## src/rtl/prco_wb_arb_if.sv

```systemverilog
// prco_wb_arb bus bundle: enable, ALU/load result inputs, and the
// registered write-port, stall/drop flags and pending-register mask.
// master: drives results (core side). slave: the arbiter.
interface prco_wb_arb_if;
   logic        i_en;
   logic        i_alu_valid;
   logic [2:0]  i_alu_rd;
   logic [15:0] i_alu_dat;
   logic        i_lsu_valid;
   logic [2:0]  i_lsu_rd;
   logic [15:0] i_lsu_dat;
   logic        q_lsu_ready;
   logic        q_alu_stall;
   logic        q_alu_drop;
   logic        q_we;
   logic [2:0]  q_seld;
   logic [15:0] q_datd;
   logic [7:0]  q_pend;

   modport master (
      output i_en, i_alu_valid, i_alu_rd, i_alu_dat,
      output i_lsu_valid, i_lsu_rd, i_lsu_dat,
      input  q_lsu_ready, q_alu_stall, q_alu_drop,
      input  q_we, q_seld, q_datd, q_pend
   );

   modport slave (
      input  i_en, i_alu_valid, i_alu_rd, i_alu_dat,
      input  i_lsu_valid, i_lsu_rd, i_lsu_dat,
      output q_lsu_ready, q_alu_stall, q_alu_drop,
      output q_we, q_seld, q_datd, q_pend
   );
endinterface

```

## src/rtl/prco_wb_arb.sv

```systemverilog
// Register-file write-back arbiter: ALU results win the write slot,
// loads bypass when idle or queue in an in-order buffer.
// Ports: i_clk, i_reset (sync, active-high), bus (slave modport):
//   i_en, ALU/LSU result inputs, q_lsu_ready, q_alu_stall/drop,
//   q_we/q_seld/q_datd to prco_regs, q_pend hazard mask.
module prco_wb_arb #(
   parameter int DEPTH      = 2,
   parameter int STARVE_MAX = 4
) (
   input logic          i_clk,
   input logic          i_reset,
   prco_wb_arb_if.slave bus
);
   localparam int AW  = $clog2(DEPTH);
   localparam int CW  = AW + 1;
   localparam int AGW = $clog2(STARVE_MAX + 1);

   logic [DEPTH-1:0][2:0]  brd_q, brd_d;
   logic [DEPTH-1:0][15:0] bdat_q, bdat_d;
   logic [DEPTH-1:0]       vld_q, vld_d;
   logic [AW-1:0]          wp_q, wp_d, rp_q, rp_d;
   logic [CW-1:0]          cnt_q, cnt_d;
   logic [AGW-1:0]         age_q, age_d;
   logic                   stall_q, stall_d;
   logic                   drop_q, drop_d;
   logic                   we_q, we_d;
   logic [2:0]             seld_q, seld_d;
   logic [15:0]            datd_q, datd_d;

   logic       empty, full, ready, acc;
   logic       pop, push, bypass;
   logic [7:0] pend;

   assign empty = (cnt_q == '0);
   assign full  = (cnt_q == CW'(DEPTH));
   assign ready = bus.i_en && !i_reset && !full;
   assign acc   = bus.i_lsu_valid && ready;

   always_comb begin
      brd_d   = brd_q;
      bdat_d  = bdat_q;
      vld_d   = vld_q;
      wp_d    = wp_q;
      rp_d    = rp_q;
      cnt_d   = cnt_q;
      age_d   = age_q;
      stall_d = stall_q;
      drop_d  = drop_q;
      we_d    = 1'b0;
      seld_d  = seld_q;
      datd_d  = datd_q;
      pop     = 1'b0;
      push    = 1'b0;
      bypass  = 1'b0;
      if (bus.i_en) begin
         stall_d = 1'b0;
         priority case (1'b1)
            stall_q && !empty: begin
               pop = 1'b1;
               if (bus.i_alu_valid) drop_d = 1'b1;
            end
            bus.i_alu_valid: begin
               we_d   = 1'b1;
               seld_d = bus.i_alu_rd;
               datd_d = bus.i_alu_dat;
            end
            !empty: pop = 1'b1;
            bus.i_lsu_valid: begin
               bypass = 1'b1;
               we_d   = 1'b1;
               seld_d = bus.i_lsu_rd;
               datd_d = bus.i_lsu_dat;
            end
            default: ;
         endcase
         if (pop) begin
            we_d        = 1'b1;
            seld_d      = brd_q[rp_q];
            datd_d      = bdat_q[rp_q];
            vld_d[rp_q] = 1'b0;
            rp_d        = rp_q + 1'b1;
         end
         // Push slot can't alias the pop slot: that needs full or empty.
         push = acc && !bypass;
         if (push) begin
            brd_d[wp_q]  = bus.i_lsu_rd;
            bdat_d[wp_q] = bus.i_lsu_dat;
            vld_d[wp_q]  = 1'b1;
            wp_d         = wp_q + 1'b1;
         end
         case ({push, pop})
            2'b10:   cnt_d = cnt_q + CW'(1);
            2'b01:   cnt_d = cnt_q - CW'(1);
            default: cnt_d = cnt_q;
         endcase
         // Age of an unpopped head; on expiry, grant it one forced slot.
         if (pop || empty) begin
            age_d = '0;
         end else if (age_q == AGW'(STARVE_MAX - 1)) begin
            age_d   = '0;
            stall_d = 1'b1;
         end else begin
            age_d = age_q + 1'b1;
         end
      end
   end

   always_comb begin
      pend = '0;
      for (int i = 0; i < DEPTH; i++)
         if (vld_q[i]) pend[brd_q[i]] = 1'b1;
   end

   always_ff @(posedge i_clk) begin
      if (i_reset) begin
         brd_q   <= '0;
         bdat_q  <= '0;
         vld_q   <= '0;
         wp_q    <= '0;
         rp_q    <= '0;
         cnt_q   <= '0;
         age_q   <= '0;
         stall_q <= 1'b0;
         drop_q  <= 1'b0;
         we_q    <= 1'b0;
         seld_q  <= '0;
         datd_q  <= '0;
      end else begin
         brd_q   <= brd_d;
         bdat_q  <= bdat_d;
         vld_q   <= vld_d;
         wp_q    <= wp_d;
         rp_q    <= rp_d;
         cnt_q   <= cnt_d;
         age_q   <= age_d;
         stall_q <= stall_d;
         drop_q  <= drop_d;
         we_q    <= we_d;
         seld_q  <= seld_d;
         datd_q  <= datd_d;
      end
   end

   assign bus.q_lsu_ready = ready;
   assign bus.q_alu_stall = stall_q;
   assign bus.q_alu_drop  = drop_q;
   assign bus.q_we        = we_q;
   assign bus.q_seld      = seld_q;
   assign bus.q_datd      = datd_q;
   assign bus.q_pend      = pend;
endmodule

```

## src/flat_wrapper.sv

```systemverilog
// flat-port wrapper written by rule: the top's interface ports become plain ports
module prco_wb_arb_flat 
#(
   parameter int DEPTH      = 2,
   parameter int STARVE_MAX = 4
)
  (i_clk, i_reset, bus_i_en, bus_i_alu_valid, bus_i_alu_rd, bus_i_alu_dat, bus_i_lsu_valid, bus_i_lsu_rd, bus_i_lsu_dat, bus_q_lsu_ready, bus_q_alu_stall, bus_q_alu_drop, bus_q_we, bus_q_seld, bus_q_datd, bus_q_pend);
  prco_wb_arb_if bus_i ();
  input logic i_clk;
  input logic i_reset;
  input wire logic [$bits(bus_i.i_en)-1:0] bus_i_en;
  input wire logic [$bits(bus_i.i_alu_valid)-1:0] bus_i_alu_valid;
  input wire logic [$bits(bus_i.i_alu_rd)-1:0] bus_i_alu_rd;
  input wire logic [$bits(bus_i.i_alu_dat)-1:0] bus_i_alu_dat;
  input wire logic [$bits(bus_i.i_lsu_valid)-1:0] bus_i_lsu_valid;
  input wire logic [$bits(bus_i.i_lsu_rd)-1:0] bus_i_lsu_rd;
  input wire logic [$bits(bus_i.i_lsu_dat)-1:0] bus_i_lsu_dat;
  output wire logic [$bits(bus_i.q_lsu_ready)-1:0] bus_q_lsu_ready;
  output wire logic [$bits(bus_i.q_alu_stall)-1:0] bus_q_alu_stall;
  output wire logic [$bits(bus_i.q_alu_drop)-1:0] bus_q_alu_drop;
  output wire logic [$bits(bus_i.q_we)-1:0] bus_q_we;
  output wire logic [$bits(bus_i.q_seld)-1:0] bus_q_seld;
  output wire logic [$bits(bus_i.q_datd)-1:0] bus_q_datd;
  output wire logic [$bits(bus_i.q_pend)-1:0] bus_q_pend;
  assign bus_i.i_en = bus_i_en;
  assign bus_i.i_alu_valid = bus_i_alu_valid;
  assign bus_i.i_alu_rd = bus_i_alu_rd;
  assign bus_i.i_alu_dat = bus_i_alu_dat;
  assign bus_i.i_lsu_valid = bus_i_lsu_valid;
  assign bus_i.i_lsu_rd = bus_i_lsu_rd;
  assign bus_i.i_lsu_dat = bus_i_lsu_dat;
  assign bus_q_lsu_ready = bus_i.q_lsu_ready;
  assign bus_q_alu_stall = bus_i.q_alu_stall;
  assign bus_q_alu_drop = bus_i.q_alu_drop;
  assign bus_q_we = bus_i.q_we;
  assign bus_q_seld = bus_i.q_seld;
  assign bus_q_datd = bus_i.q_datd;
  assign bus_q_pend = bus_i.q_pend;
  prco_wb_arb #(.DEPTH(DEPTH), .STARVE_MAX(STARVE_MAX)) u_core (.i_clk(i_clk), .i_reset(i_reset), .bus(bus_i));
endmodule
```

## config.mk

```make
export PLATFORM = sky130hd
export DESIGN_NAME = prco_wb_arb_flat
export DESIGN_NICKNAME = d
export VERILOG_FILES = /design/src/rtl/prco_wb_arb_if.sv /design/src/rtl/prco_wb_arb.sv /design/src/flat_wrapper.sv
export SDC_FILE = /design/constraint.sdc
export NUM_CORES = 1
export LEC_CHECK = 0
export CAP_MARGIN = 10
export CORE_MARGIN = 2
export CORE_UTILIZATION = 54
export CTS_CLUSTER_SIZE = 40
export DETAILED_ROUTE_END_ITERATION = 10
export PLACE_DENSITY = 0.95
export SLEW_MARGIN = 0
export SYNTH_ARGS = -nofsm -noshare
export SYNTH_HDL_FRONTEND = slang
export SYNTH_SLANG_ARGS = --single-unit
```

## constraint.sdc

```tcl
create_clock -name i_clk -period 5 [get_ports i_clk]
set_clock_uncertainty 0.1 [all_clocks]
set_input_delay 0.5 -clock i_clk [delete_from_list [all_inputs] [get_ports i_clk]]
set_output_delay 0.5 -clock i_clk [all_outputs]
set_load 0.03 [all_outputs]
```

==> impl_metrics.toml <==
[synth]
synth-main-ff-cell = "dfxtp_1"
synthesis.area_um2 = 3310
synthesis.nets = 430
syn-mean-instance-area_um2 = 8.61
async_reset_ff_share_pct = 0
synth_edf_count = 0
synth.ff_latch_count = 69
synth_cell_types = 41
yosys_warnings = 0
synthCells = 385
yosysSeqAreaShare_pct = 41.7

[worst_setup_path]
required_ns = 4.40
arrival_ns = 2.29
crit_fanout = 52
cp-end-kind = "primary output"
timing.rr.start = "u_core.bus.q_alu_stall"
startpoint = "i_reset"
crit_path_start_kind = "primary input"
worstSetupPathType = "in2out"

[die]
io_pins = 74
die_w_um = 82.3
start_util_pct = 56.0
die_area_um2 = 6780
rows = 28
dieHeight_um = 82.3
core_area_um2 = 5920

[sta]
worst_hold_slack_ns = 0.358
setup_slack_ns = 2.11
timing.final.crit_share_pct = 57.8
hold_viol_final = 0
maxSlewHeadroom_pct = 31.6
drv_slew = 0
layout_min_cycle_time_ns = 2.89
fmax_mhz = 346
rsz0062_at_grt = "false"
setup_viol = 0
tns_ns = 0
tightest_slew_ns = 1.03

[detailed_routing]
vias = 3082
drt_iter0_drc = 214
vias_per_cell = 5.87
routed_wl_mm = 8.31
drcViolationCount = 0
wl_per_cell_um = 15.8
ant_nets = 0
drtPass1Iterations = 4

[clock_tree]
cts.sinks = 69
holdBufCountCts = 0
clockRootBuffer = "clkbuf_8"
ctsLongestPathBuffers = 2
tritoncts = "yes"
cts_buffers = 9
clk_pin_slew_ns = 0.07
post_cts_buffers = 0
clk_latency_ns = 0.35
cts_max_level = 3
cts.repair.resized = 0

[cells_and_area]
area_growth_pct = 25.4
drive_gt1_share_pct = 11.1
diodes = 0
mostFrequentLayoutCell = "nand2_1"
num-nets-final = 490
final_cell_area_um2 = 4150
final_core_util_pct = 70.2
stdcell_count = 525
layout_common_cells = "nand2_1 (114), clkdlybuf4s50_1 (72), dfxtp_1 (69)"

[pwr]
switching_power_mw = 0.305
clockPowerShare_pct = 33.8
power.total_mw = 1.12
power_leakage_nw = 1.44
cellPowerDensity_nw_per_um2 = 271
power.internal_mw = 0.820
sw_frac_of_total_pct = 27.1
power_frac_seq_pct = 51.2
ir_drop_v = 0.000155
p_comb_share_pct = 14.9

[min_path]
hp-start = "u_core.bdat_q[7]"
min_path_type = "reg2reg"

[global_routing]
grt-ovfl-total = 0
first_global_vias = 2992
track_usage_pct = 26.4
grt_max_degree = 53
antenna_found_initial = 0
grt_pass1_wl_mm = 13.5

[placement]
gp_congestion = 0.828
dp.cells = 509
dpl.hpwl_mm = 5.44
place_ws_ns = 2.05
portBuffers = 73
placed_area_um2 = 4000

[run_status]
status = "complete, no violations"

[run]
maxCapViolations = 0
layout make-up:
| class | count | area (µm²) |
|---|---|---|
| Fill cell | 429 | 1770 |
| Multi-Input combinational cell | 282 | 1740 |
| Sequential cell | 69 | 1380 |
| Timing Repair Buffer | 78 | 763 |
| Clock buffer | 10 | 128 |
| Tap cell | 75 | 93.8 |
| Clock inverter | 6 | 30.0 |
| Inverter | 5 | 18.8 |
per-layer routing:
layer | part of all wire (%) | up-vias | global-route usage, %
li1 | - | 1445 | -
met1 | 40 | 1479 | 30.8
met2 | 50 | 130 | 45.9
met3 | 6.6 | 28 | 4.13
met4 | 2.8 | 0 | 14.5
met5 | 0 | - | 0
state kept, by name, indices dropped and copies added (netlist names):
name / cells
u_core.age_q: 3
u_core.bdat_q: 32
u_core.brd_q: 6
u_core.bus.q_alu_drop: 1
u_core.bus.q_alu_stall: 1
u_core.bus.q_datd: 16
u_core.bus.q_seld: 3
u_core.bus.q_we: 1
u_core.cnt_q: 2
u_core.rp_q: 1
u_core.vld_q: 2
u_core.wp_q: 1
cells in the mapped netlist, drive strengths merged, types with 2 or more instances:
| cell type | n | area, µm² |
|---|---|---|
| nand2b | 12 | 92.6 |
| a211o | 2 | 17.5 |
| buf | 25 | 163 |
| nor2b | 3 | 18.8 |
| inv | 5 | 18.8 |
| clkbuf | 4 | 15.0 |
| nor2 | 7 | 33.8 |
| nand3 | 2 | 10.0 |
| o22ai | 6 | 37.5 |
| mux2i | 38 | 380 |
| a32o | 19 | 190 |
| dfxtp | 69 | 1380 |
| nand2 | 123 | 484 |
| o32ai | 2 | 17.5 |
| o21ai | 5 | 25.0 |
| a21oi | 47 | 284 |
| ha | 2 | 25.0 |
| xor2 | 2 | 17.5 |
logic make-up after synthesis:
kind of cell,count (synthesis),synth area share [%]
xor+xnor,3,0.793
simple gates,153,20.7
buf+inv,34,5.93
fa+ha+maj,2,0.755
flops,69,41.7
mux,38,11.5
compound gates,86,18.7
worst max-delay path, cell delays in order:
cell and delay [ns]:
buf_2 0.76, nand2b_4 0.33, a21oi_1 0.06, clkdlybuf4s50_1 0.61
power by group through the flow:
| stage | Combinational (mW) | Sequential [mW] | Clock, mW |
|---|---|---|---|
| global route | 0.179 | 0.578 | 0.409 |
| CTS | 0.168 | 0.576 | 0.382 |
| global placement | 0.162 | 0.588 | 0 |
| floorplan | 0.0707 | 0.609 | 0 |
| finish | 0.168 | 0.576 | 0.380 |
| detailed placement | 0.166 | 0.589 | 0 |
worst paths after layout:
| kind | to | slack, ns | cells after the start |
|---|---|---|---|
| min reg2reg | u_core.bdat_q[7] | 0.36 | 2 |
| max | bus_q_lsu_ready | 2.11 | 4 |
| max reg2reg | u_core.cnt_q[1] | 2.49 | 9 |
| min | u_core.bdat_q[7] | 0.36 | 2 |
No activity file was read; power rests on OpenSTA's default activity.
==> RTL edit 1, RTL diff (same settings) <==
`STARVE_MAX` is set to 4 in 2 places; all go to 8.
--- a/src/rtl/prco_wb_arb.sv
+++ b/src/rtl/prco_wb_arb.sv
@@ -6,5 +6,5 @@
 module prco_wb_arb #(
    parameter int DEPTH      = 2,
-   parameter int STARVE_MAX = 4
+   parameter int STARVE_MAX = 8
 ) (
    input logic          i_clk,
--- a/src/flat_wrapper.sv
+++ b/src/flat_wrapper.sv
@@ -3,5 +3,5 @@
 #(
    parameter int DEPTH      = 2,
-   parameter int STARVE_MAX = 4
+   parameter int STARVE_MAX = 8
 )
   (i_clk, i_reset, bus_i_en, bus_i_alu_valid, bus_i_alu_rd, bus_i_alu_dat, bus_i_lsu_valid, bus_i_lsu_rd, bus_i_lsu_dat, bus_q_lsu_ready, bus_q_alu_stall, bus_q_alu_drop, bus_q_we, bus_q_seld, bus_q_datd, bus_q_pend);
Behaviour: not the same (a bounded check fails within 10 cycles, from zero or initial values and one cycle with i_reset high).
==> RTL edit 1 against the original RTL <==
- maximum frequency shrank 15%
- clock power increased by 27%
- synthesized cell count fell by 3.6%
- worst setup slack got worse by 0.49 ns
- combinational power about the same
- critical endpoint is now u_core.cnt_q[1]$_SDFFE_PP0P_
- power rose by 10%
- sequential share of layout area decreased by 0.11 points
- sequential cell count up 1
- wire length decreased by 1.1%
- synthesized area increased by 0.91%
- final area rose by 1.8%
- sequential power rose by 2%
==> RTL edit 1: results (changes against the original RTL) <==
metric	value	unit	change
grt_antenna_before_repair	0		unchanged
vias	2939		was 3082
synth_xor_xnor_area_share	1.048	%	was 0.7931%
arrival	3.48	ns	was 2.29 ns
synth_area_per_cell	9.011	µm²	was 8.606 µm²
slew_headroom	27.24	%	was 31.61%
hold_class	register to register		unchanged
post_cts_buffers	0		unchanged
grt.met3_usage	6.522	%	was 4.130%
slowest_stage	inv_1		was buf_2
endpoint	u_core.cnt_q[1]$_SDFFE_PP0P_		was bus_q_lsu_ready
async_flop_share	0	%	unchanged
synth_compound_area_share	15.31	%	was 18.66%
ys_top_cells_by_count	nand2_1, dfxtp_1, mux2i_1, nor2_1, a21oi_1		was nand2_1, dfxtp_1, mux2i_1, a21oi_1, a32o_1
ys_types	37		was 41
cp_slowest_stage_delay	0.59	ns	was 0.76 ns
drive_above_1_share	6.422	%	was 11.11%
drt_pre_antenna_iters	5		was 4
instances_no_fill	511		was 525
irDropWorstVdd	0.2049	mV	was 0.1554 mV
io_buffers	73		unchanged
holdPathEnd	u_core.bdat_q[20]$_SDFFE_PP0P_		was u_core.bdat_q[7]$_SDFFE_PP0P_
grt_max_degree	55		was 53
wirelength	8221	µm	was 8314 µm
grt_pass1_wl	12850	µm	was 13530 µm
gp_congestion	0.7644		was 0.8283
r2r_setup_slack	2.04	ns	was 2.49 ns
crit_path_start	bus_i_alu_valid		was i_reset
reg2reg_from	u_core.cnt_q[0]$_SDFFE_PP0P_		was u_core.bus.q_alu_stall$_SDFFE_PP0P_
drt_iter0_drc	185		was 214
hp-start	u_core.bdat_q[20]$_SDFFE_PP0P_		was u_core.bdat_q[7]$_SDFFE_PP0P_
intPower	932.3	µW	was 819.5 µW
rr_worst_depth	7		was 9
power_frac_clock	39.1	%	was 33.8%
muxShareOfSynthArea	17.07	%	was 11.48%
crit_fanout	25		was 52
synth_area_leaders	dfxtp_1, mux2i_1, nand2_1		was dfxtp_1, nand2_1, mux2i_1
hold_slack	0.3581	ns	was 0.3576 ns
status	complete, no violations		unchanged
drt-met1-wl	3402	µm	was 3347 µm
cts_resized	0		unchanged
grt_util_met1	27.16	%	was 30.83%
synthesis.nets	416		was 430
gr-usage-met2	45.73	%	was 45.89%
dp_hpwl	5517	µm	was 5441 µm
first_global_vias	2873		was 2992
fin_nets	477		was 490
seq_area_frac_synth	41.92	%	was 41.69%
dr_wl_met3	579	µm	was 547 µm
synthAdderAreaFrac	0.7485	%	was 0.7553%
grt_usage	25.01	%	was 26.37%
leakage	1.483	nW	was 1.436 nW
cts_made_buffers	9		unchanged
wl_met2	4118	µm	was 4190 µm
dp_cells	496		was 509
==> RTL edit 1: cell count changes after synthesis, sizes merged, moves of 2 or more <==
cell and delta:
nand3 +2, nand2 -40, buf -5, a21oi -19
mux2i +19, nor2b +2, a211o -2, nand2b -2
nor2 +24, clkbuf +3
==> RTL edit 1: per-stage QoR <==
step | setup WS (ns) | total power, mW | instance area, µm²
global route | 1.433 | 1.277 | 4228
finish | 1.617 | 1.237 | 4228
global placement | 1.400 | 0.7580 | 4024
floorplan | 3.039 | 0.6910 | 3343
CTS | 1.619 | 1.239 | 4228
detailed placement | 1.252 | 0.7646 | 4024
==> RTL edit 1: final cells by class <==
type / instances / area, µm²
Sequential cell: 70 / 1401
Clock buffer: 11 / 131.4
Inverter: 4 / 15.01
Timing Repair Buffer: 77 / 755.7
Clock inverter: 4 / 72.57
Fill cell: 473 / 1728
Tap cell: 75 / 93.84
Multi-Input combinational cell: 270 / 1758
==> RTL edit 2, RTL diff (same settings) <==
Without the edit above. Make the reset (`i_reset`) asynchronous in one clocked block.
--- a/src/rtl/prco_wb_arb.sv
+++ b/src/rtl/prco_wb_arb.sv
@@ -112,5 +112,5 @@
    end
 
-   always_ff @(posedge i_clk) begin
+   always_ff @(posedge i_clk or posedge i_reset) begin
       if (i_reset) begin
          brd_q   <= '0;
Check against the original RTL: differs if i_reset is asserted again (counterexample within 4 cycles, from zero or initial values and one cycle with i_reset high); with i_reset held inactive, the same outputs for 4 cycles.
==> RTL edit 2 against the original RTL <==
- the flow now finishes with violations (design-rule violations)
- final area increased by 11%
- wire length increased by 18%
- worst setup slack got worse by 0.091 ns
- critical path depth unchanged
- sequential cell count unchanged
- register-to-register slack improved by 0.14 ns
- synthesized area increased by 9.2%
- via count decreased by 0.45%
Power is not compared: it rests on default switching activity, and its combinational part moved more than twofold at a synthesized area within 25%.
==> RTL edit 2: results (changes against the original RTL) <==
metric	value	unit	change
status	finished with violations		was complete, no violations
violations	design-rule violations		
ys.flop_type	dfrtp_1		was dfxtp_1
wl_met2	4975	µm	was 4190 µm
post_dp_cell_area	4373	µm²	was 3996 µm²
place_ws	1.770	ns	was 2.051 ns
seq_area_frac_synth	47.72	%	was 41.69%
grt_max_degree	59		was 53
dp_hpwl	6010	µm	was 5441 µm
drt_pre_antenna_iters	10		was 4
slowest_stage	clkdlybuf4s50_1		was buf_2
dr_wl_met3	903	µm	was 547 µm
fin_nets	421		was 490
syn_inst	313		was 385
wl_per_cell	21.48	µm	was 15.84 µm
wirelength	9836	µm	was 8314 µm
drt-met1-wl	3750	µm	was 3347 µm
reg2reg_from	u_core.cnt_q[0]$_DFFE_PP0P_		was u_core.bus.q_alu_stall$_SDFFE_PP0P_
num_antenna_cells	0		unchanged
hold_class	input pin to asynchronous set/reset pin		was register to register
ys_types	39		was 41
cts_made_buffers	9		unchanged
synthesis.nets	358		was 430
grt_pass1_wl	15740	µm	was 13530 µm
cp_slowest_stage_delay	0.81	ns	was 0.76 ns
vias	3068		was 3082
synth_area_leaders	dfrtp_1, mux2_2, mux2_4		was dfxtp_1, nand2_1, mux2i_1
nFillCells	397		was 429
drc_errors	4		was 0
rr_worst_depth	3		was 9
leakage	1.908	nW	
largest_register_ffs	32		unchanged
ys_top_cells_by_count	dfrtp_1, a31oi_1, mux2_2, nor2_1		was nand2_1, dfxtp_1, mux2i_1, a21oi_1, a32o_1
hold_slack	0.3266	ns	was 0.3576 ns
arrival	2.38	ns	was 2.29 ns
grt_util_met1	34.17	%	was 30.83%
gp_congestion	0.9090		was 0.8283
tightest_slew	1.280	ns	was 1.026 ns
cts_resized	0		unchanged
maxUsedRoutingLayer	met4		unchanged
r2r_setup_slack	2.63	ns	was 2.49 ns
async_flop_share	100.0	%	was 0%
irDropWorstVdd	0.3158	mV	
grt.met3_usage	7.603	%	was 4.130%
grt_usage	28.00	%	was 26.37%
post_cts_buffers	0		unchanged
crit_fanout	15		was 52
dp_cells	442		was 509
gr-usage-met2	46.58	%	was 45.89%
r2r-end	u_core.bdat_q[27]$_DFFE_PP0P_		was u_core.cnt_q[1]$_SDFFE_PP0P_
cts_htree_levels	3		unchanged
drt_iter0_drc	283		was 214
clkTransAtPathRegs	0.08	ns	
drive_above_1_share	22.57	%	was 11.11%
## RTL edit 2: cell types whose count changed after synthesis, sizes merged, moves of 37 or more
cell   unedited run  this run
mux2i            38         1
a31oi             1        38
dfxtp            69         0
mux2              0        57
a21oi            47         0
dfrtp             0        69
nand2           123         7
## RTL edit 2: cell families after synthesis
logic type	share of synthesized area [%]
multiplexers	19.99
AND/OR/NAND/NOR	10.55
flip-flops	47.72
buffers and inverters	4.599
AO/OA/AOI/OAI	15.25
XOR/XNOR	1.210
adder cells (fa/ha/maj)	0.6915
## RTL edit 2: final cells by class
class / instances / area (µm²) / area share, %
tap: 77 / 96.34 / 2.095
multi-input combinational: 211 / 1752 / 38.10
sequential: 69 / 1727 / 37.55
clock buffer: 12 / 155.1 / 3.374
timing repair buffer: 79 / 775.7 / 16.87
clock inverter: 4 / 70.07 / 1.524
inverter: 6 / 22.52 / 0.4898
## RTL edit 2: where the power goes
group / total (mW) / internal [mW] / switching (mW)
clock network: 0.528 / 0.307 / 0.221
registers: 1.05 / 0.808 / 0.244
logic: 1.15 / 0.542 / 0.603
## RTL edit 2: worst max path at each step
stage	from	end	slack, ns	cells after the start
floorplan	i_reset	u_core.age_q[0]$_DFFE_PP0P_	2.66	1
CTS	bus_i_en	bus_q_lsu_ready	2.02	4
global route	bus_i_en	bus_q_lsu_ready	1.91	4
detailed placement	bus_i_en	u_core.bdat_q[15]$_DFFE_PP0P_	1.77	4
finish	bus_i_en	bus_q_lsu_ready	2.02	4
global placement	bus_i_en	u_core.bdat_q[4]$_DFFE_PP0P_	1.93	4
## RTL edit 2: critical path, delay by kind of cell
kind,cells,cell delay (ns)
buffers and inverters,2,1.50
AOI/OAI and AO/OA,1,0.19
and+or+nand+nor,1,0.19
